<file path="src/rtl/instr_fetch_unit.sv">
// Fetch stage: holds the PC, fetches one instruction at a time over req/gnt/rvalid,
// and presents it to decode with a valid/ready handshake. Branch redirects apply on accept.
module instr_fetch_unit #(
    parameter logic [31:0] RESET_PC = 32'h0000_0000,
    parameter int          XLEN     = 32
) (
    input  logic            clk,
    input  logic            rst_n,
    output logic            imem_req,
    output logic [XLEN-1:0] imem_addr,
    input  logic            imem_gnt,
    input  logic            imem_rvalid,
    input  logic [XLEN-1:0] imem_rdata,
    output logic            instr_valid,
    input  logic            instr_ready,
    output logic [XLEN-1:0] instr,
    output logic [6:0]      op,
    output logic [XLEN-1:0] pc,
    output logic [XLEN-1:0] pc_plus4,
    input  logic            pc_src,
    input  logic [XLEN-1:0] pc_target,
    output logic            misalign,
    output logic [31:0]     fetch_count,
    output logic [1:0]      fsm_state
);

    // Handshakes: memory takes a request on a cycle with imem_req && imem_gnt, and the
    // response arrives on any later cycle with imem_rvalid; decode takes the presented
    // instruction on a cycle with instr_valid && instr_ready. Once raised, imem_req and
    // instr_valid stay high with stable payload until their handshake completes.
    typedef enum logic [1:0] {
        S_IDLE = 2'd0,
        S_REQ  = 2'd1,
        S_WAIT = 2'd2,
        S_HOLD = 2'd3
    } state_t;

    localparam logic [XLEN-1:0] NOP = 32'h0000_0013;

    state_t          state_q, state_d;
    logic [XLEN-1:0] pc_q;
    logic [XLEN-1:0] instr_q;
    logic            misalign_q;
    logic [31:0]     count_q;
    logic            accept;

    assign accept = (state_q == S_HOLD) && instr_ready;

    always_ff @(posedge clk or negedge rst_n) begin
        if (!rst_n) begin
            state_q <= S_IDLE;
        end else begin
            state_q <= state_d;
        end
    end

    always_comb begin
        state_d = state_q;
        case (state_q)
            S_IDLE:  state_d = S_REQ;
            S_REQ:   if (imem_gnt)    state_d = S_WAIT;
            S_WAIT:  if (imem_rvalid) state_d = S_HOLD;
            S_HOLD:  if (instr_ready) state_d = S_REQ;
            default: state_d = S_IDLE;
        endcase
    end

    always_comb begin
        imem_req    = 1'b0;
        instr_valid = 1'b0;
        case (state_q)
            S_REQ:   imem_req    = 1'b1;
            S_HOLD:  instr_valid = 1'b1;
            default: ;
        endcase
    end

    // Redirect targets are forced word-aligned; a dropped offset is flagged for one cycle.
    always_ff @(posedge clk or negedge rst_n) begin
        if (!rst_n) begin
            pc_q       <= RESET_PC;
            instr_q    <= NOP;
            misalign_q <= 1'b0;
            count_q    <= 32'd0;
        end else begin
            misalign_q <= accept && pc_src && (pc_target[1:0] != 2'b00);
            if ((state_q == S_WAIT) && imem_rvalid) begin
                instr_q <= imem_rdata;
            end
            if (accept) begin
                pc_q    <= pc_src ? {pc_target[XLEN-1:2], 2'b00} : pc_plus4;
                count_q <= count_q + 32'd1;
            end
        end
    end

    assign imem_addr   = pc_q;
    assign pc          = pc_q;
    assign pc_plus4    = pc_q + 32'd4;
    assign instr       = instr_q;
    assign op          = instr_q[6:0];
    assign misalign    = misalign_q;
    assign fetch_count = count_q;
    assign fsm_state   = state_q;

endmodule

</file>
<file path="config.mk">
export PLATFORM = sky130hd
export DESIGN_NAME = instr_fetch_unit
export DESIGN_NICKNAME = d
export VERILOG_FILES = /design/src/rtl/instr_fetch_unit.sv
export SDC_FILE = /design/constraint.sdc
export NUM_CORES = 1
export LEC_CHECK = 0
export CORE_MARGIN = 3
export CORE_UTILIZATION = 45
export CTS_CLUSTER_DIAMETER = 100
export CTS_CLUSTER_SIZE = 12
export DETAILED_ROUTE_END_ITERATION = 6
export DONT_BUFFER_PORTS = 1
export SETUP_SLACK_MARGIN = 0.3
export SKIP_CTS_REPAIR_TIMING = 1
export SYNTH_ARGS = -nofsm -noshare
export SYNTH_HDL_FRONTEND = slang
export SYNTH_SLANG_ARGS = --single-unit
</file>
<file path="constraint.sdc">
create_clock -name clk -period 1.8 [get_ports clk]
set_clock_uncertainty 0.05 [all_clocks]
set_input_delay 0.09 -clock clk [delete_from_list [all_inputs] [get_ports clk]]
set_output_delay 0.09 -clock clk [all_outputs]
set_load 0.05 [all_outputs]
</file>
# Yosys cells after proc, flatten, opt, wreduce, memory -nomap -nowiden
# Index checks and enable logic that the tools add are counted.
[totals]
ff_bits = 99
inputBits = 70
out_inout_bits = 172
elab_cells = 27
[op_classes]
add_sub_neg = 2
n_eq_ne = 6
n_mux = 7
n_reduce_logical = 7
[op_table]
columns = ["cell", "count"]
rows = [
  ["$add A32 B1 Y32 const B", 1],
  ["$add A32 B3 Y32 const B", 1],
  ["$mux W32", 1],
  ["$pmux W2 S4", 1],
  ["$mux W2", 3],
  ["$ne A2 B2 Y1 const B", 3],
  ["$eq A2 B2 Y1 const B", 2],
  ["$logic_and A1 B1 Y1", 4],
  ["$reduce_and A3 Y1", 1],
  ["$eq A2 B1 Y1 const B", 1],
  ["$logic_not A2 Y1", 1],
  ["$mux W1", 2],
  ["$reduce_bool A2 Y1", 1],
]

# Logic depth before layout (Yosys ltp)
# Gate-level depths: netlist of run 1.
[depth]
word_depth = 4
mapped_depth = 6
mapped_depth_nobuf = 5

# Worst setup path after synthesis of run 1
# Ideal clock, no wire load.
[synth_path]
path_type = "register to output"
start = "register pc_q[2], in the netlist imem_addr[2]"
end = "output pc_plus4[28]"
arrival_time_ns = 2.727
t_required_ns = 1.660
slack_ns = -1.067
stages_incl_launch_ff = 7
path_buffers = 1
path_cell_list = "dfrtp_1 > ha_1 > nand3_1 > nor2_1 > clkbuf_1 > nand4_1 > xnor2_1"
[synth_via]
elab_chain_len = 1
[synth_rtl]
columns = ["element", "line", "source"]
rows = [
  ["from (decl)", "41", "logic [XLEN-1:0] pc_q;"],
  ["from (signal assigned)", "91", "pc_q <= pc_src ? {pc_target[XLEN-1:2], 2'b00} : pc_plus4;"],
  ["$add A32 B3 Y32", "99", "assign pc_plus4 = pc_q + 32'd4;"],
  ["to (decl)", "19", "output logic [XLEN-1:0] pc_plus4,"],
]
# No other way between the ends.

# Worst setup path after layout of run 1
[layout_path]
start = "register pc_q[8], in the netlist imem_addr[8]"
end = "output pc_plus4[19]"
# Same word-level chain as after synthesis.

==> results of run 1 <==
## cells by family after synthesis
family,share of synthesized area (%)
fa+ha+maj,1.12
buf+inv,9.39
simple gates,20.1
mux,7.35
compound gates,9.50
xor+xnor,8.94
flops,43.6
other cells,0.0672
## cells in the mapped netlist, types with 3 or more instances
| master | number |
|---|---|
| a21oi_1 | 17 |
| a22oi_1 | 6 |
| and2_1 | 4 |
| and3_1 | 21 |
| and4_1 | 7 |
| buf_1 | 7 |
| buf_2 | 5 |
| buf_4 | 44 |
| clkbuf_1 | 20 |
| dfrtp_1 | 94 |
| dfstp_2 | 3 |
| ha_1 | 5 |
| inv_1 | 18 |
| mux2_2 | 32 |
| mux2i_1 | 5 |
| nand2_1 | 34 |
| nand2b_1 | 3 |
| nand3_1 | 29 |
| nand4_1 | 25 |
| nor2_1 | 21 |
| nor3_1 | 21 |
| nor3_2 | 4 |
| nor4_1 | 6 |
| o211ai_1 | 7 |
| o21a_1 | 3 |
| o21ai_0 | 14 |
| o2bb2ai_1 | 6 |
| o311ai_0 | 3 |
| or3_1 | 4 |
| xnor2_1 | 38 |
| xor2_1 | 19 |
## metal layers
metal | part of all wire [%] | wire, um | vias to the layer above
met5 | 0 | 0 | -
met4 | 3.0 | 597 | 0
met3 | 8.2 | 1660 | 60
met2 | 52 | 10500 | 320
met1 | 37 | 7400 | 2699
li1 | - | - | 2372
## power groups by stage
stage | Sequential, mW | Combinational (mW) | Clock, mW
6_report | 4.92 | 12.5 | 1.90
2_1_floorplan | 6.61 | 6.69 | 0
3_5_place_dp | 4.84 | 10.7 | 0
5_1_grt | 5.01 | 12.9 | 2.06
4_1_cts | 4.79 | 10.7 | 1.92
3_3_place_gp | 4.77 | 10.6 | 0
## critical path, cell delays in order, from the launching register on
cell	delay (ns)
dfrtp_2	0.41
nand4_4	0.15
buf_6	0.17
buf_12	0.12
nor4_4	0.32
buf_4	0.25
and3_4	0.23
xnor2_4	0.21
## path summary, 6_finish.rpt
path,from,endpoint,slack (ns)
min reg2reg,fetch_count[28]$_DFFE_PN0N_,fetch_count[28]$_DFFE_PN0N_,0.47
min in group clk,pc_src,imem_addr[11]$_DFFE_PN0N_,-0.05
max,imem_addr[8]$_DFFE_PN0N_,pc_plus4[19],-0.55
min,rst_n,fetch_count[28]$_DFFE_PN0N_,-0.62
max reg2reg,imem_addr[8]$_DFFE_PN0N_,imem_addr[24]$_DFFE_PN0N_,-0.14
max in group asynchronous,rst_n,instr[4]$_DFFE_PN1P_,2.10
## through the flow
| step | TNS [ns] | power [mW] | area, um^2 |
|---|---|---|---|
| after floorplan | -16.27 | 13.3 | 6540 |
| after global placement | -0.187 | 15.3 | 7580 |
| after detailed placement | -0.679 | 15.5 | 7580 |
| after CTS | -9.28 | 17.4 | 7860 |
| after global routing | -11.66 | 20.0 | 9830 |
| final | -9.25 | 19.3 | 9830 |
## state kept, by name (all words and copies together), names as in the netlist
name         cells
instr           32
misalign         1
fetch_count     32
fsm_state        2
imem_addr       30
## layout make-up
class | instances | area (um^2)
tap | 168 | 210
timing repair buffer | 263 | 2770
clock buffer | 9 | 225
sequential | 97 | 2470
inverter | 18 | 73.8
multi-input combinational | 377 | 4010
fill | 639 | 2230
clock inverter | 7 | 62.6
==> results_dict.tcl, run 1 <==
set metrics [dict create \
    finalHoldViolCount 100 \
    worstSkewPairLatency_ns 0.35 \
    grt_usage_pct 23.0 \
    synth_top_area_share_pct 42.1 \
    ys_warn_count 0 \
    status "complete, but fails checks" \
    finalCritPeriodShare_pct 131 \
    critPathCaptureType "output pin" \
    hold_path.class "input port to async pin" \
    cp-start-kind "register" \
    vdd_drop_max_mv 1.36 \
    crit_arrival_ns 2.21 \
    rsz0062_at_grt "true" \
    h-tree-depth 3 \
    overflow 0 \
    die_area_mm2 0.0138 \
    ys_seq_area_share_pct 43.6 \
    coreArea_mm2 0.0121 \
    period_needed_ns 2.35 \
    fin_util_pct 81.5 \
    slew_headroom_pct 56.0 \
    path_class "register to output pin" \
    die_x_um 117 \
    whs_ns -0.622 \
    worst_pin_slew_ns 0.660 \
    internal_power_mw 8.64 \
    numPortBuffers 0 \
    p_seq_share_pct 25.5 \
    grtUsageMet1_pct 28.2 \
    numCtsBuffers 9 \
    ys_async_sr_fraction_pct 100 \
    start_util_pct 46.3 \
    fmax_ghz 0.426 \
    clockRootBuffer "clkbuf_16" \
    mostFrequentLayoutCells "buf_4 (122), dfrtp_1 (65), dlygate4sd3_1 (61)" \
    area_growth_pct 76.1 \
    top_usage_layer "met2" \
    synth_top_cell_by_area "dfrtp_1" \
    cts_tree "built" \
    num_vias 5451 \
    num_rows 40 \
    synth_ff_type "dfrtp_1" \
    n_antenna_cell 0 \
    synth_edf_count 0 \
    routed_via_density 5.81 \
    clock-sinks 97 \
    wire_per_inst_um 21.4 \
    power_frac_comb_pct 64.7 \
    clkPwrFrac_pct 9.9 \
    drive_gt1_share_pct 54.3 \
    antenna_found_initial 0 \
    synth_seq_cells 97 \
    p_per_area_mw_per_mm2 1970 \
    fin_ws_ns -0.549 \
    leakage_nw 4.55 \
    grt_max_degree 98 \
    gp_congestion 0.810 \
    path_clk_slew_ns 0.07 \
    crit_fanout 4 \
    required_ns 1.66 \
    failed_checks "hold timing, setup timing" \
    ys_types 55 \
    cts_buffer_depth 2 \
    synth_area_leaders "dfrtp_1 (42%), mux2_2 (6.5%), xnor2_1 (6.0%)" \
    syn_area_per_cell_um2 9.98 \
    drtIter0Drc 478 \
    postSynthCellCount 559 \
    grt_use_met2_pct 38.2 \
    p_sw_share_pct 55.2 \
    grt_pass1_vias 4698 \
    first_pass_iters 7 \
    wl_um 20100 \
    drc 0 \
    r2r_cells 6 \
    final_cells 939 \
    slew_viol_final 0 \
    dp.cells 805 \
    dp_hpwl_um 11700 \
    grt_pass1_wl_um 25700 \
    pre_cts_ws_ns -0.0988 \
    grtUsageMet3_pct 6.70 \
    die_y_um 117 \
    antenna_left 0 \
    synth_area_mm2 0.00558 \
    nets 841 \
    pin_count 242 \
    drv_cap 0 \
    final-setup-viol-count 33 \
    power_switching_mw 10.7 \
    mostFrequentLayoutCell "buf_4" \
]
Power figures use the tool's default switching activity.
==> run 2: changes to the inputs <==
--- a/config.mk
+++ b/config.mk
@@ -5,6 +5,7 @@
 export SDC_FILE = /design/constraint.sdc
 export NUM_CORES = 1
 export LEC_CHECK = 0
+export ABC_AREA = 1
 export CORE_MARGIN = 3
 export CORE_UTILIZATION = 45
 export CTS_CLUSTER_DIAMETER = 100
==> constraint.sdc (replaced) <==
create_clock -name clk -period 2.2 [get_ports clk]
set_clock_uncertainty 0.05 [all_clocks]
set_input_delay 0.11 -clock clk [delete_from_list [all_inputs] [get_ports clk]]
set_output_delay 0.11 -clock clk [all_outputs]
set_load 0.05 [all_outputs]
==> run 2 against run 1 <==
  * The flow finishes with violations (hold timing)
  * Combinational power down 34%
  * Final area shrank 17%
  * Die area increased by 4.6%
  * Synthesized area is 4.9% higher
  * Worst setup slack gained 0.68 ns
  * Global-route usage down 0.28 points
  * Critical path depth increased by 1
  * Sequential share of layout area increased by 4.8 points
  * Cell count rose by 14%
  * Flip-flop and latch count unchanged
  * Via count increased by 1.7%
  * Register-to-register slack better by 0.54 ns
==> results_dict.tcl, run 2 <==
set metrics [dict create \
    h-tree-depth 3 \
    power_frac_comb_pct 58.1 \
    setup_tns_ns 0 \
    synth_top_area_share_pct 40.2 \
    clockRootBuffer "clkbuf_16" \
    ys_async_sr_fraction_pct 100 \
    die_y_um 120 \
    path_clk_slew_ns 0.07 \
    area_growth_pct 39.6 \
    wl_um 18200 \
    r2r_cells 10 \
    ys_warn_count 0 \
    status "complete, but fails checks" \
    synth_area_leaders "dfrtp_1 (40%), nand2_1 (15%), nor2_1 (6.9%)" \
    syn_area_per_cell_um2 7.70 \
    p_seq_share_pct 29.7 \
    antenna_left 0 \
    vdd_drop_max_mv 1.18 \
    p_per_area_mw_per_mm2 1740 \
    required_ns 2.04 \
    crit_fanout 6 \
    path_class "register to output pin" \
    synth_seq_cells 97 \
    synth_area_mm2 0.00585 \
    numCtsBuffers 9 \
    num_vias 5542 \
    r2r_setup_slack_ns 0.40 \
    gp_congestion 0.900 \
    internal_power_mw 5.89 \
    leakage_nw 3.73 \
    fmax_ghz 0.484 \
    ys_types 38 \
    drtIter0Drc 377 \
    routed_via_density 5.19 \
    synth_top_cell_by_area "dfrtp_1" \
    die_area_mm2 0.0144 \
    cts_buffer_depth 2 \
    finalHoldViolCount 103 \
    synth_edf_count 0 \
    whs_ns -0.590 \
    hold_path.class "input port to async pin" \
    dp_hpwl_um 12500 \
    pin_count 242 \
    grt_usage_pct 22.7 \
    worstSkewPairLatency_ns 0.34 \
    finalCritPeriodShare_pct 93.9 \
    n_antenna_cell 0 \
    drive_gt1_share_pct 31.4 \
    power_switching_mw 8.34 \
    clock-sinks 97 \
    grt_pass1_vias 5108 \
    first_pass_iters 5 \
    grt_pass1_wl_um 26100 \
    synth_ff_type "dfrtp_1" \
    yosysMostFrequentCell "nand2_1" \
    slew_viol_final 0 \
    worst_pin_slew_ns 0.731 \
    p_sw_share_pct 58.6 \
    period_needed_ns 2.07 \
    critPathCaptureType "output pin" \
    overflow 0 \
    antenna_found_initial 0 \
    ys_top_cells_by_count "nand2_1 (238), nor2_1 (107), dfrtp_1 (94), inv_1 (53), buf_4 (43)" \
    fin_util_pct 64.5 \
    num_rows 41 \
    die_x_um 120 \
    coreArea_mm2 0.0127 \
    failed_checks "hold timing" \
    numPortBuffers 0 \
    ys_seq_area_share_pct 41.5 \
    drc 0 \
    r2r_start "fetch_count[1]$_DFFE_PN0N_" \
    drv_cap 0 \
    nets 965 \
    r2r-end "fetch_count[22]$_DFFE_PN0N_" \
    postSynthCellCount 760 \
    start_util_pct 46.2 \
    final-setup-viol-count 0 \
    rsz0062_at_grt "true" \
    crit_arrival_ns 1.91 \
    cp-start-kind "register" \
    wire_per_inst_um 17.0 \
    clkPwrFrac_pct 12.2 \
    grt_max_degree 98 \
    slew_headroom_pct 51.1 \
    mostFrequentLayoutCells "nand2_1 (203), nor2_1 (96), buf_4 (92)" \
    mostFrequentLayoutCell "nand2_1" \
    cts_tree "built" \
]
-- run 2: cell count changes in the layout (fill, tap and decap cells not counted), moves of 30 or more --
cell / change
nand2_1: +182
nor2_1: +83
inv_1: +36
mux2_2: +32
mux2_4: -32
buf_4: -30
-- run 2: critical path, stage by stage, from the launching register on --
cell	delay, ns
dfrtp_2	0.42
ha_4	0.17
nand2_4	0.06
nor2_4	0.17
nand2_4	0.15
nor2_4	0.21
nand2_2	0.08
and2_4	0.17
buf_12	0.14
-- run 2: power groups by stage --
stage                     clock (mW)  combinational [mW]  sequential, mW
after floorplan                    0                4.86            5.41
after global placement             0                7.50            4.14
after detailed placement           0                7.59            4.18
after CTS                       1.78                7.61            4.15
after global routing            1.86                8.67            4.30
final                           1.74                8.26            4.22
-- run 2: worst max-delay path by stage --
stage,start,end,cells past startpoint
after floorplan,imem_addr[2]$_DFFE_PN0N_,imem_addr[5]$_DFFE_PN0N_,5
after CTS,imem_addr[2]$_DFFE_PN0N_,pc_plus4[16],7
after global placement,imem_addr[2]$_DFFE_PN0N_,pc_plus4[16],6
after global routing,imem_addr[6]$_DFFE_PN0N_,pc_plus4[18],7
final,imem_addr[3]$_DFFE_PN0N_,pc_plus4[18],8
after detailed placement,imem_addr[2]$_DFFE_PN0N_,pc_plus4[16],7
-- run 2: per-layer routing --
metal,global-route usage (%),vias to the layer above,share of wire [%]
met5,0,-,0
met4,7.02,0,1.6
met3,6.13,29,7.8
met2,38.4,242,51
met1,28.3,2661,40
li1,-,2610,-
-- run 2: cell type report --
| class | count | area, um^2 |
|---|---|---|
| fillers | 1048 | 4500 |
| multi-input cells | 554 | 3340 |
| repair buffers | 173 | 1620 |
| well taps | 172 | 215 |
| inverters | 55 | 213 |
| clock inverters | 6 | 96.3 |
| clock buffers | 10 | 229 |
| flip-flops and latches | 97 | 2450 |
-- run 2: cells by family (layout without fill, tap and decap cells) --
| group | Yosys count | in the layout | synth area share (%) |
|---|---|---|---|
| flops | 97 | 97 | 41.5 |
| xor+xnor | 26 | 26 | 4.02 |
| simple gates | 437 | 437 | 32.5 |
| compound gates | 48 | 48 | 4.53 |
| fa+ha+maj | 5 | 5 | 1.07 |
| other cells | 1 | 6 | 0.0641 |
| mux | 32 | 32 | 6.16 |
| buf+inv | 114 | 244 | 10.2 |
-- run 2: metrics by stage --
step | worst slack, ns | std cells | area [um^2] | power (mW) | hold slack (ns)
floorplan | 0.130 | 765 | 6090 | 10.3 | -0.236
global placement | 0.235 | 971 | 6740 | 11.6 | -0.234
detailed placement | 0.206 | 971 | 6740 | 11.8 | -0.233
CTS | -0.168 | 987 | 7060 | 13.5 | -0.606
global route | 0.0290 | 1067 | 8170 | 14.8 | -0.615
finish | 0.133 | 1067 | 8170 | 14.2 | -0.590
